<file path="config.mk">
export PLATFORM = sky130hd
export DESIGN_NAME = msg_stream_serializer
export DESIGN_NICKNAME = d
export VERILOG_FILES = /design/src/rtl/msg_stream_serializer.sv
export SDC_FILE = /design/constraint.sdc
export NUM_CORES = 1
export LEC_CHECK = 0
export ABC_AREA = 1
export CORE_ASPECT_RATIO = 0.5
export CORE_MARGIN = 8
export CORE_UTILIZATION = 30
export DETAILED_ROUTE_END_ITERATION = 12
export PLACE_DENSITY = 0.6
export SLEW_MARGIN = 25
export SYNTH_ARGS = -nofsm -noshare
export SYNTH_HDL_FRONTEND = slang
export SYNTH_SLANG_ARGS = --single-unit
</file>
<file path="constraint.sdc">
create_clock -name sys_clk_i -period 10.6 [get_ports sys_clk_i]
set_input_delay 2.12 -clock sys_clk_i [delete_from_list [all_inputs] [get_ports sys_clk_i]]
set_output_delay 2.12 -clock sys_clk_i [all_outputs]
set_load 0.1 [all_outputs]
</file>
<file path="src/rtl/msg_stream_serializer.sv">
// Serialises 128-bit message words from a standard FIFO into 32-bit beats, MSB word first,
// with start-of-frame marking, one-word prefetch for gap-free streaming, and beat/frame counters.
module msg_stream_serializer #(
  parameter logic [31:0] HEADER = 32'hFDF7_EB90
) (
  input  logic         sys_clk_i,
  input  logic         rst_i,
  output logic         us_rd_clk_o,
  output logic         us_rd_en_o,
  input  logic [127:0] us_din_i,
  input  logic         us_empty_i,
  output logic         tx_valid_o,
  output logic [31:0]  tx_data_o,
  output logic         tx_sof_o,
  input  logic         tx_ready_i,
  output logic [15:0]  frame_cnt_o,
  output logic [31:0]  beat_cnt_o
);

  typedef enum logic [0:0] {
    S_IDLE = 1'b0,
    S_SEND = 1'b1
  } state_t;

  state_t         state_r, state_n;
  logic [127:0]   shift_r, shift_n;
  logic [1:0]     idx_r, idx_n;
  logic           sof_r, sof_n;
  logic [127:0]   pf_r, pf_n;
  logic           pf_full_r, pf_full_n;
  logic           rd_en_r, rd_en_n;
  logic           cap_r;
  logic [15:0]    frame_r, frame_n;
  logic [31:0]    beat_r, beat_n;
  logic           accept_s;
  logic           load_s;

  function automatic logic is_header(input logic [127:0] word);
    return (word[127:96] == HEADER);
  endfunction

  assign us_rd_clk_o = sys_clk_i;
  assign us_rd_en_o  = rd_en_r;
  assign tx_valid_o  = (state_r == S_SEND);
  assign tx_data_o   = shift_r[127:96];
  assign tx_sof_o    = sof_r;
  assign frame_cnt_o = frame_r;
  assign beat_cnt_o  = beat_r;

  // Next-state logic: FSM, beat shifting, prefetch bookkeeping, FIFO read request and counters
  always_comb begin
    state_n   = state_r;
    shift_n   = shift_r;
    idx_n     = idx_r;
    sof_n     = sof_r;
    pf_n      = pf_r;
    pf_full_n = pf_full_r;
    frame_n   = frame_r;
    beat_n    = beat_r;
    load_s    = 1'b0;
    accept_s  = (state_r == S_SEND) && tx_ready_i;

    case (state_r)
      S_IDLE: begin
        if (pf_full_r) begin
          load_s  = 1'b1;
          state_n = S_SEND;
        end else begin
          state_n = S_IDLE;
        end
      end
      S_SEND: begin
        if (accept_s && (idx_r == 2'd3)) begin
          if (pf_full_r) begin
            load_s = 1'b1;
          end else begin
            state_n = S_IDLE;
            shift_n = {shift_r[95:0], 32'h0000_0000};
            idx_n   = 2'd0;
            sof_n   = 1'b0;
          end
        end else if (accept_s) begin
          shift_n = {shift_r[95:0], 32'h0000_0000};
          idx_n   = idx_r + 2'd1;
          sof_n   = 1'b0;
        end else begin
          state_n = S_SEND;
        end
      end
      default: begin
        state_n = S_IDLE;
      end
    endcase

    // Loading consumes the old prefetch value; a read returning in the same cycle refills it
    if (load_s) begin
      shift_n   = pf_r;
      idx_n     = 2'd0;
      sof_n     = is_header(pf_r);
      pf_full_n = 1'b0;
    end else begin
      pf_full_n = pf_full_r;
    end

    if (cap_r) begin
      pf_n      = us_din_i;
      pf_full_n = 1'b1;
    end else begin
      pf_n = pf_r;
    end

    if (accept_s) begin
      beat_n = beat_r + 32'd1;
      if (sof_r) begin
        frame_n = frame_r + 16'd1;
      end else begin
        frame_n = frame_r;
      end
    end else begin
      beat_n  = beat_r;
      frame_n = frame_r;
    end

    rd_en_n = !us_empty_i && !pf_full_r && !rd_en_r && !cap_r;
  end

  // State and datapath registers with asynchronous reset
  always_ff @(posedge sys_clk_i or posedge rst_i) begin
    if (rst_i) begin
      state_r   <= S_IDLE;
      shift_r   <= 128'd0;
      idx_r     <= 2'd0;
      sof_r     <= 1'b0;
      pf_r      <= 128'd0;
      pf_full_r <= 1'b0;
      rd_en_r   <= 1'b0;
      cap_r     <= 1'b0;
      frame_r   <= 16'd0;
      beat_r    <= 32'd0;
    end else begin
      state_r   <= state_n;
      shift_r   <= shift_n;
      idx_r     <= idx_n;
      sof_r     <= sof_n;
      pf_r      <= pf_n;
      pf_full_r <= pf_full_n;
      rd_en_r   <= rd_en_n;
      cap_r     <= rd_en_r;
      frame_r   <= frame_n;
      beat_r    <= beat_n;
    end
  end

endmodule
</file>
# Word level (Yosys, flattened, before mapping)
# Cells that the tools add are included.
[totals]
ff_bits = 311
inputBits = 132
out_inout_bits = 84
elab_cells = 53
[classes]
addsub = 3
eq_ne = 3
muxes = 22
n_bitwise = 1
reduce_logical = 14
[op_table]
columns = ["op", "count"]
rows = [
  ["128-bit two-way mux", 5],
  ["32-bit by 1-bit adder with 32-bit output (second input constant)", 1],
  ["32-bit == test (second input constant)", 1],
  ["16-bit by 1-bit adder with 16-bit output (second input constant)", 1],
  ["1-bit two-way mux", 10],
  ["2-bit two-way mux", 5],
  ["1-bit logical AND", 5],
  ["1-bit logical NOT", 4],
  ["1-bit one-hot mux with 2 select lines", 2],
  ["2-bit nonzero test", 2],
  ["3-bit inequality test (second input constant)", 1],
  ["3-bit AND reduction", 1],
  ["3-bit nonzero test", 1],
  ["2-bit by 1-bit adder with 2-bit output (second input constant)", 1],
  ["2-bit == test (second input constant)", 1],
  ["2-bit AND reduction", 1],
  ["1-bit NOT", 1],
]

# Longest topological paths before layout
# Gate-level depths: netlist of the first run.
[depth]
ltp_word = 6
mapped_depth = 9
mapped_depth_nobuf = 8

==> results of run 1 <==
==> power breakdown <==
group	leakage (nW)	total, mW	switching, mW	internal, mW
Sequential	4.01	1.77	0.171	1.60
Combinational	3.73	1.67	1.21	0.462
Clock	0.644	1.38	0.534	0.846
==> cell families (layout without fill, tap and decap cells) <==
family	count (synthesis)	after routing	share of synthesized area
buffers and inverters	376	555	0.118
adder cells (fa/ha/maj)	3	3	0.00271
flip-flops	311	311	0.561
AND/OR/NAND/NOR	731	731	0.217
AO/OA/AOI/OAI	229	229	0.0861
other	0	1	0
XOR/XNOR	25	25	0.0158
==> through the flow <==
step                      hold slack [ns]  utilization  worst slack [ns]  cell area (sq um)  std cells
after floorplan                     0.450            -              2.97              13900       1675
after global routing                0.426        0.388              1.95              17600       2453
final                               0.408        0.388              1.97              17600       2453
after CTS                           0.410        0.386              1.96              17500       2449
after global placement              0.401        0.358              2.24              16200       2385
after detailed placement            0.392        0.358              2.24              16300       2385
==> registers in the layout, summed over array words and instances, names as in the netlist <==
| register | count |
|---|---|
| cap_r | 1 |
| beat_cnt_o | 32 |
| tx_valid_o | 1 |
| shift_r | 128 |
| frame_cnt_o | 16 |
| tx_sof_o | 1 |
| idx_r | 2 |
| pf_r | 128 |
| pf_full_r | 1 |
| us_rd_en_o | 1 |
==> worst paths after layout <==
path,startpoint,end,cells after the start
setup / recovery,sys_clk_i,us_rd_clk_o,3
hold / removal,us_rd_en_o,cap_r,0
setup reg to reg,cap_r,pf_r[85],5
hold reg to reg,us_rd_en_o,cap_r,0
max in group asynchronous,rst_i,pf_r[25],5
min in group asynchronous,rst_i,frame_cnt_o[15],3
==> area by class of cell <==
cell class                      instances  share of cell area
Sequential cell                       311               0.442
Multi-Input combinational cell        988               0.255
Timing Repair Buffer                  224               0.130
Clock buffer                           49              0.0595
Inverter                              266              0.0569
Tap cell                              598              0.0425
Clock inverter                         16              0.0141
Antenna cell                            1            0.000142
==> metal layers <==
layer  vias to the layer above  wire (um)  part of all wire  track usage
li1                       5467          -                 -            -
met4                         2        916             0.024       0.0455
met5                         -         13           0.00035            0
met3                        54        906             0.024       0.0189
met2                       126      19200              0.51        0.245
met1                      5070      16400              0.44        0.173
==> cell usage in the layout (no fill, tap or decap), types with 3 or more instances in the layout <==
cell / instances
clkbuf_16: 38
nand4_1: 12
bufinv_16: 6
o21ai_1: 41
inv_1: 262
clkdlybuf4s50_1: 215
nor3_1: 10
buf_4: 5
xor2_1: 18
ha_1: 3
o21ai_0: 153
nand2_1: 517
clkbuf_1: 5
xnor2_1: 7
nand3b_1: 10
o22ai_1: 32
nand3_1: 116
dfrtp_1: 310
nor2_1: 54
nor2_2: 3
clkbuf_8: 5
clkinv_2: 9
==> worst reg2reg max path, stage by stage (launching register included) <==
cell and delay [ns]:
dfrtp_4 0.83, buf_4 0.67, buf_4 0.49, buf_16 0.29
nand2_1 0.20, o21ai_0 0.12
==> run metrics, run 1 <==
Routed Antenna Nets=0; synthesis-to-finish area growth=27.0%; Worst setup EP type=output port; Slew @ Worst Pin=1.08 ns; die footprint=0.0538 sq mm; R2R Setup Slk=7.91 ns; CTS clock-pin slew for the worst setup and hold paths=0.06 ns; Synth area leader=dfrtp_1; Req. time, crit path=8.48 ns; Clk Latency, worst-skew pair=0.64 ns; RSZ-0062 raised after global routing=false; TritonCTS clock tree=built; DRT Pass-1 Iters=5; multi-input logic area=0.00450 sq mm; cell seen most often among critical-path stages=clkbuf_16; ys flop type=dfrtp_1; synth unique cells=31; # setup viols final=0; gr usage total=0.138; EDFF count, synth=0; final hold vios=0; total gr overflow=0; status=finished clean; core area=0.0454 sq mm; Final HPWL DP=25600 um; row count=55; top-count cell post-synth=nand2_1; Yosys Warn Count=0; I/O pins=216; worst min-delay path category=register to register; post_cts resized=0; Pwr Total=4.82 mW; DIE HEIGHT=168 um; fin nets=1964; P per Cell Area=273 mW/mm^2; DR DRC count=0; VDD IR max=0.000103 V; Crit Path Max Fanout=2; Reg area=0.00779 sq mm; asr flop ratio synth=1.00; Max-slew headroom=0.277; Mapped Cells=1675; crit-path max cell delay=0.96 ns; Yosys reg bits=311; I/O Buffers=215; final WL=37400 um; hold buffers post-CTS=0; Initial DRC Count=844; slowest CP cell=clkdlybuf4s50_1; Initial Util=0.306; Syn Nets=1810; clock skew=0.0166 ns; GP Congestion=0.825; drt wl/cell=15.3 um; top post-synthesis cells by area=dfrtp_1 (56%), nand2_1 (14%), inv_1 (7.1%); Slew Limit Fails=0; Bufs and invs on worst path=3; vias per inst=4.37; Synth top area share=0.561; synthesized cell area=0.0139 sq mm; Avg Inst Size Synth=8.28 sq um; first-pass GRT wire length=60000 um; number of global-route vias before repair=10900; max-cap violations=0; crit path DAT=6.51 ns; Synth top cells by count=nand2_1 (518), dfrtp_1 (311), inv_1 (263); Seq/Total Area, Yosys=0.561; Leak Pwr=8.38 nW; setup tns final=0 ns; filler cell count in the final layout=4587; postcts setup bufs=0; largest net degree at the start of global routing=177; Setup CP Type=clock port to output port; fraction of layout instances using a drive strength above 1=0.0453; crit start category=clock port; CP top delay family=buffers and inverters; worst-path cell chain=clkbuf_16 > clkbuf_16 > clkdlybuf4s50_1; Die Wd=320 um; Via Count=10700; initial antenna violation count=2
(Power assumes the default switching activity.)
==> inputs of run 2 (changes only) <==
==> constraint.sdc (replaced) <==
create_clock -name sys_clk_i -period 7.8 [get_ports sys_clk_i]
set_input_delay 1.56 -clock sys_clk_i [delete_from_list [all_inputs] [get_ports sys_clk_i]]
set_output_delay 1.56 -clock sys_clk_i [all_outputs]
set_load 0.1 [all_outputs]
==> run metrics, run 2 (synthesis gave the netlist of run 1 again) <==
clock skew=0.00854 ns (-0.00806 ns); Crit Path Max Fanout=2 (unchanged); fraction of layout instances using a drive strength above 1=0.0454 (+0.0000489); Seq pwr share=0.376 (+0.009); post_cts resized=0 (unchanged); worst r2r src=pf_full_r; Initial DRC Count=849 (+0.59%); Die Wd=320 um (unchanged); TritonCTS clock tree=built; Slew @ Worst Pin=1.08 ns (-0.00595 ns); hold depth=0 (unchanged); gr usage total=0.139 (+0.000641); GP Congestion=0.796 (-3.6%); Clk Latency, worst-skew pair=0.64 ns (about the same); design area=0.0175 sq mm (-0.90%); most frequent cells in the layout=nand2_1 (517), dfrtp_1 (310), inv_1 (262); number of global-route vias before repair=10900 (+0.72%); Reg area=0.00779 sq mm (unchanged); max-cap violations=0 (unchanged); leading cell type in the layout, fill and taps excluded=nand2_1; filler cell count in the final layout=4577 (-0.22%); worst min-delay path category=register to register; die footprint=0.0538 sq mm (unchanged); final WL=38100 um (+1.8%); CTS clock-pin slew for the worst setup and hold paths=0.06 ns (about the same); Via Count=11000 (+2.3%); Cell Area, Placed=0.0163 sq mm (unchanged); postcts setup bufs=0 (unchanged); Setup CP Type=clock port to output port; core area=0.0454 sq mm (unchanged); row count=55 (unchanged); FF-to-FF path depth=6 (+1); status=finished clean; Slew Limit Fails=0 (unchanged); R2R Setup Slk=5.02 ns (-2.89 ns); vias per inst=4.47 (+2.4%); crit start category=clock port; Req. time, crit path=6.24 ns (-2.24 ns); first-pass GRT wire length=60500 um (+0.78%); setup tns final=0 ns (unchanged); RSZ-0062 raised after global routing=false; startpoint of the worst hold path=us_rd_en_o; crit path DAT=5.11 ns (-1.40 ns); DR DRC count=0 (unchanged); Initial Util=0.306 (unchanged); Final HPWL DP=26000 um (+1.5%); Leak Pwr=8.32 nW (-0.81%); VDD IR max=0.000138 V (+34%); I/O pins=216 (unchanged); Max-slew headroom=0.281 (+0.00398); hold buffers post-CTS=0 (unchanged); largest net degree at the start of global routing=177 (unchanged); total gr overflow=0 (unchanged); switching share of power=0.410 (+0.0133); synthesis-to-finish area growth=25.8%; multi-input logic area=0.00450 sq mm (unchanged); final hold vios=0 (unchanged); initial antenna violation count=3 (+1); Worst setup EP type=output port; drt wl/cell=15.5 um (+1.9%); combinational power share=0.354 (+0.008); DRT Pass-1 Iters=5 (unchanged); DIE HEIGHT=168 um (unchanged); fin nets=1962 (-0.10%); Routed Antenna Nets=0 (unchanged); Psw=2.63 mW (+38%); clock share of power=0.270 (-0.017); internal power=3.78 mW (+30%); r2r endpoint=shift_r[76]; P per Cell Area=367 mW/mm^2 (+34%); hold-critical path endpoint=cap_r; # setup viols final=0 (unchanged); I/O Buffers=215 (unchanged)
-- run 2: worst max-delay path: stages --
cell	delay, ns
clkbuf_16	0.12
clkbuf_16	0.13
clkdlybuf4s50_1	0.96
-- run 2: cell type report --
cell class | count | share of cell area
inverters | 266 | 0.0575
flip-flops and latches | 311 | 0.446
repair buffers | 222 | 0.128
multi-input cells | 988 | 0.258
clock buffers | 48 | 0.0604
well taps | 598 | 0.0428
clock inverters | 17 | 0.00774
diodes | 1 | 0.000143
-- run 2: through the flow --
step / power [mW] / hold WS, ns / utilization / std cells / worst slack, ns
floorplan: 4.22 / 0.450 / - / 1675 / 2.10
global placement: 4.72 / 0.403 / 0.358 / 2385 / 1.40
detailed placement: 4.77 / 0.401 / 0.358 / 2385 / 1.40
CTS: 6.48 / 0.408 / 0.384 / 2449 / 1.12
global route: 6.83 / 0.408 / 0.384 / 2451 / 1.12
finish: 6.41 / 0.410 / 0.384 / 2451 / 1.13
-- run 2: metal layers --
| metal | part of all wire | routed length (um) | track usage | vias up |
|---|---|---|---|---|
| li1 | - | - | - | 5448 |
| met1 | 0.43 | 16400 | 0.171 | 5288 |
| met2 | 0.51 | 19300 | 0.243 | 156 |
| met3 | 0.030 | 1150 | 0.0213 | 70 |
| met4 | 0.034 | 1290 | 0.0571 | 4 |
| met5 | 0.00060 | 23 | 0 | - |
-- run 2: how the worst max path moves through the flow --
stage / start / to / slack (ns) / cells after the start
after global routing: sys_clk_i / us_rd_clk_o / 1.12 / 3
after floorplan: rst_i / beat_cnt_o[0] / 2.10 / 1
after CTS: sys_clk_i / us_rd_clk_o / 1.12 / 3
after global placement: sys_clk_i / us_rd_clk_o / 1.40 / 1
final: sys_clk_i / us_rd_clk_o / 1.13 / 3
after detailed placement: sys_clk_i / us_rd_clk_o / 1.40 / 1
-- run 2: power by group through the flow --
stage	clock network, mW	registers (mW)	logic [mW]
2_1_floorplan	0.0484	2.48	1.69
3_3_place_gp	0.0503	2.42	2.25
3_5_place_dp	0.0503	2.44	2.28
4_1_cts	1.77	2.41	2.30
5_1_grt	1.83	2.46	2.53
6_report	1.73	2.41	2.27
==> inputs of run 3 (changes only) <==
--- a/config.mk
+++ b/config.mk
@@ -10,6 +10,8 @@
 export CORE_MARGIN = 8
 export CORE_UTILIZATION = 30
 export DETAILED_ROUTE_END_ITERATION = 12
+export GPL_TIMING_DRIVEN = 0
+export MAX_ROUTING_LAYER = met4
 export PLACE_DENSITY = 0.6
 export SLEW_MARGIN = 25
 export SYNTH_ARGS = -nofsm -noshare
==> run metrics, run 3 (synthesis gave the netlist of run 1 again) <==
DRT Pass-1 Iters=5 (unchanged); postcts setup bufs=0 (unchanged); worst r2r src=cap_r; I/O pins=216 (unchanged); fin nets=2076 (+5.8%); row count=55 (unchanged); Via Count=11400 (+3.7%); slack of the critical path=1.02 ns (-0.114 ns); drt wl/cell=15.8 um (+1.8%); crit-path max cell delay=0.96 ns (about the same); clock share of power=0.271 (about the same); Slew @ Worst Pin=1.09 ns (+0.0146 ns); startpoint of the worst hold path=us_rd_en_o; leading cell type in the layout, fill and taps excluded=nand2_1; Leak Pwr=8.82 nW (+6.1%); gr usage total=0.154 (+0.0158); Req. time, crit path=6.24 ns (about the same); hold buffers post-CTS=0 (unchanged); Min Hold Slack=0.407 ns (-0.00277 ns); largest net degree at the start of global routing=32 (-82%); synthesis-to-finish area growth=31.9%; TritonCTS clock tree=built; Initial DRC Count=638 (-25%); Die Wd=320 um (unchanged); Setup WS pre-CTS=1.29 ns (-0.114 ns); worst-path cell chain=clkbuf_16 > clkbuf_16 > buf_4 > clkdlybuf4s50_1; Finished Layout Cells=2563 (+4.6%); Psw=2.70 mW (+2.7%); most frequent cells in the layout=nand2_1 (518), dfrtp_1 (311), inv_1 (262); Seq pwr share=0.353 (-0.023); core area=0.0454 sq mm (unchanged); Final HPWL DP=31200 um (+20%); Worst setup EP type=output port; Cell Area, Placed=0.0170 sq mm (+4.9%); VDD IR max=0.000144 V (+4.3%); switching share of power=0.402 (-0.00795); final hold vios=0 (unchanged); vias per inst=4.44 (-0.86%); Crit Path Max Fanout=2 (unchanged); setup tns final=0 ns (unchanged); Max-slew headroom=0.271 (-0.00978); P per Cell Area=367 mW/mm^2 (about the same); CP top delay family=buffers and inverters; cell seen most often among critical-path stages=clkbuf_16; # setup viols final=0 (unchanged); crit path DAT=5.22 ns (+0.11 ns); Initial Util=0.306 (unchanged); fraction of layout instances using a drive strength above 1=0.0851 (+0.0398); internal power=4.01 mW (+6.1%); combinational power share=0.376 (+0.022); I/O Buffers=215 (unchanged); CTS clock-pin slew for the worst setup and hold paths=0.06 ns (about the same); Bufs and invs on worst path=4 (+1); Routed Antenna Nets=0 (unchanged); Crit. Startpoint=sys_clk_i; Clk Latency, worst-skew pair=0.65 ns (about the same); design area=0.0183 sq mm (+4.8%); max-cap violations=0 (unchanged); final WL=40600 um (+6.5%); die footprint=0.0538 sq mm (unchanged); status=finished clean; total gr overflow=0 (unchanged); slowest CP cell=clkdlybuf4s50_1; RSZ-0062 raised after global routing=false; worst min-delay path category=register to register; Placed Cells=2500 (+4.8%); number of global-route vias before repair=11900 (+8.6%); post_cts resized=0 (unchanged); Slew Limit Fails=0 (unchanged); GP Congestion=0.840 (+5.6%); first-pass GRT wire length=64600 um (+6.9%); initial antenna violation count=3 (unchanged); DIE HEIGHT=168 um (unchanged); clock skew=0.0330 ns (+0.0244 ns); DR DRC count=0 (unchanged); Setup CP Type=clock port to output port; crit start category=clock port
## run 3: cell count changes in the layout (fill, tap and decap cells not counted), moves of 3 or more
| cell | change |
|---|---|
| bufinv_16 | +3 |
| buf_4 | +31 |
| clkbuf_1 | +23 |
| buf_6 | +3 |
| clkinv_2 | -8 |
| buf_12 | +8 |
| buf_2 | +46 |
## run 3: worst paths after layout
kind	endpoint	slack, ns	cells past startpoint
worst max register to register	pf_r[32]	5.69	5
worst max-delay path	us_rd_clk_o	1.02	4
worst min register to register	cap_r	0.41	0
worst min-delay path	cap_r	0.41	0
max in group asynchronous	pf_r[52]	5.38	6
min in group asynchronous	frame_cnt_o[0]	1.32	2
## run 3: power by group through the flow
stage	Combinational [mW]	Sequential (mW)	Clock, mW
2_1_floorplan	1.69	2.48	0.0484
3_3_place_gp	2.48	2.39	0.0574
3_5_place_dp	2.53	2.40	0.0574
4_1_cts	2.55	2.37	1.86
5_1_grt	2.81	2.43	1.93
6_report	2.52	2.37	1.82
## run 3: worst register-to-register path, stage by stage (launching register included)
cell and delay [ns]:
dfrtp_1 0.44, buf_2 0.30, clkbuf_1 0.65, buf_2 0.39, nand2_1 0.13, o21ai_0 0.09
## run 3: metal layers
| layer | vias to the layer above | track usage | wire length [um] |
|---|---|---|---|
| li1 | 5669 | - | - |
| met1 | 5401 | 0.179 | 16800 |
| met2 | 201 | 0.266 | 20700 |
| met3 | 98 | 0.0221 | 1440 |
| met4 | 0 | 0.0715 | 1660 |
| met5 | - | - | 0 |
## run 3: per-stage QoR
stage          utilization  power (mW)
2_1_floorplan            -        4.22
3_3_place_gp         0.369        4.93
3_5_place_dp         0.375        4.98
4_1_cts              0.403        6.78
5_1_grt              0.403        7.17
6_report             0.403        6.72
## run 3: area by class of cell
| class | count | area (sq um) |
|---|---|---|
| fill | 4588 | 27100 |
| sequential | 311 | 7780 |
| multi-input combinational | 988 | 4460 |
| timing repair buffer | 226 | 2400 |
| clock buffer | 49 | 1050 |
| inverter | 266 | 1000 |
| tap | 598 | 748 |
| buffer | 110 | 632 |
| clock inverter | 12 | 215 |
| antenna | 3 | 7.51 |
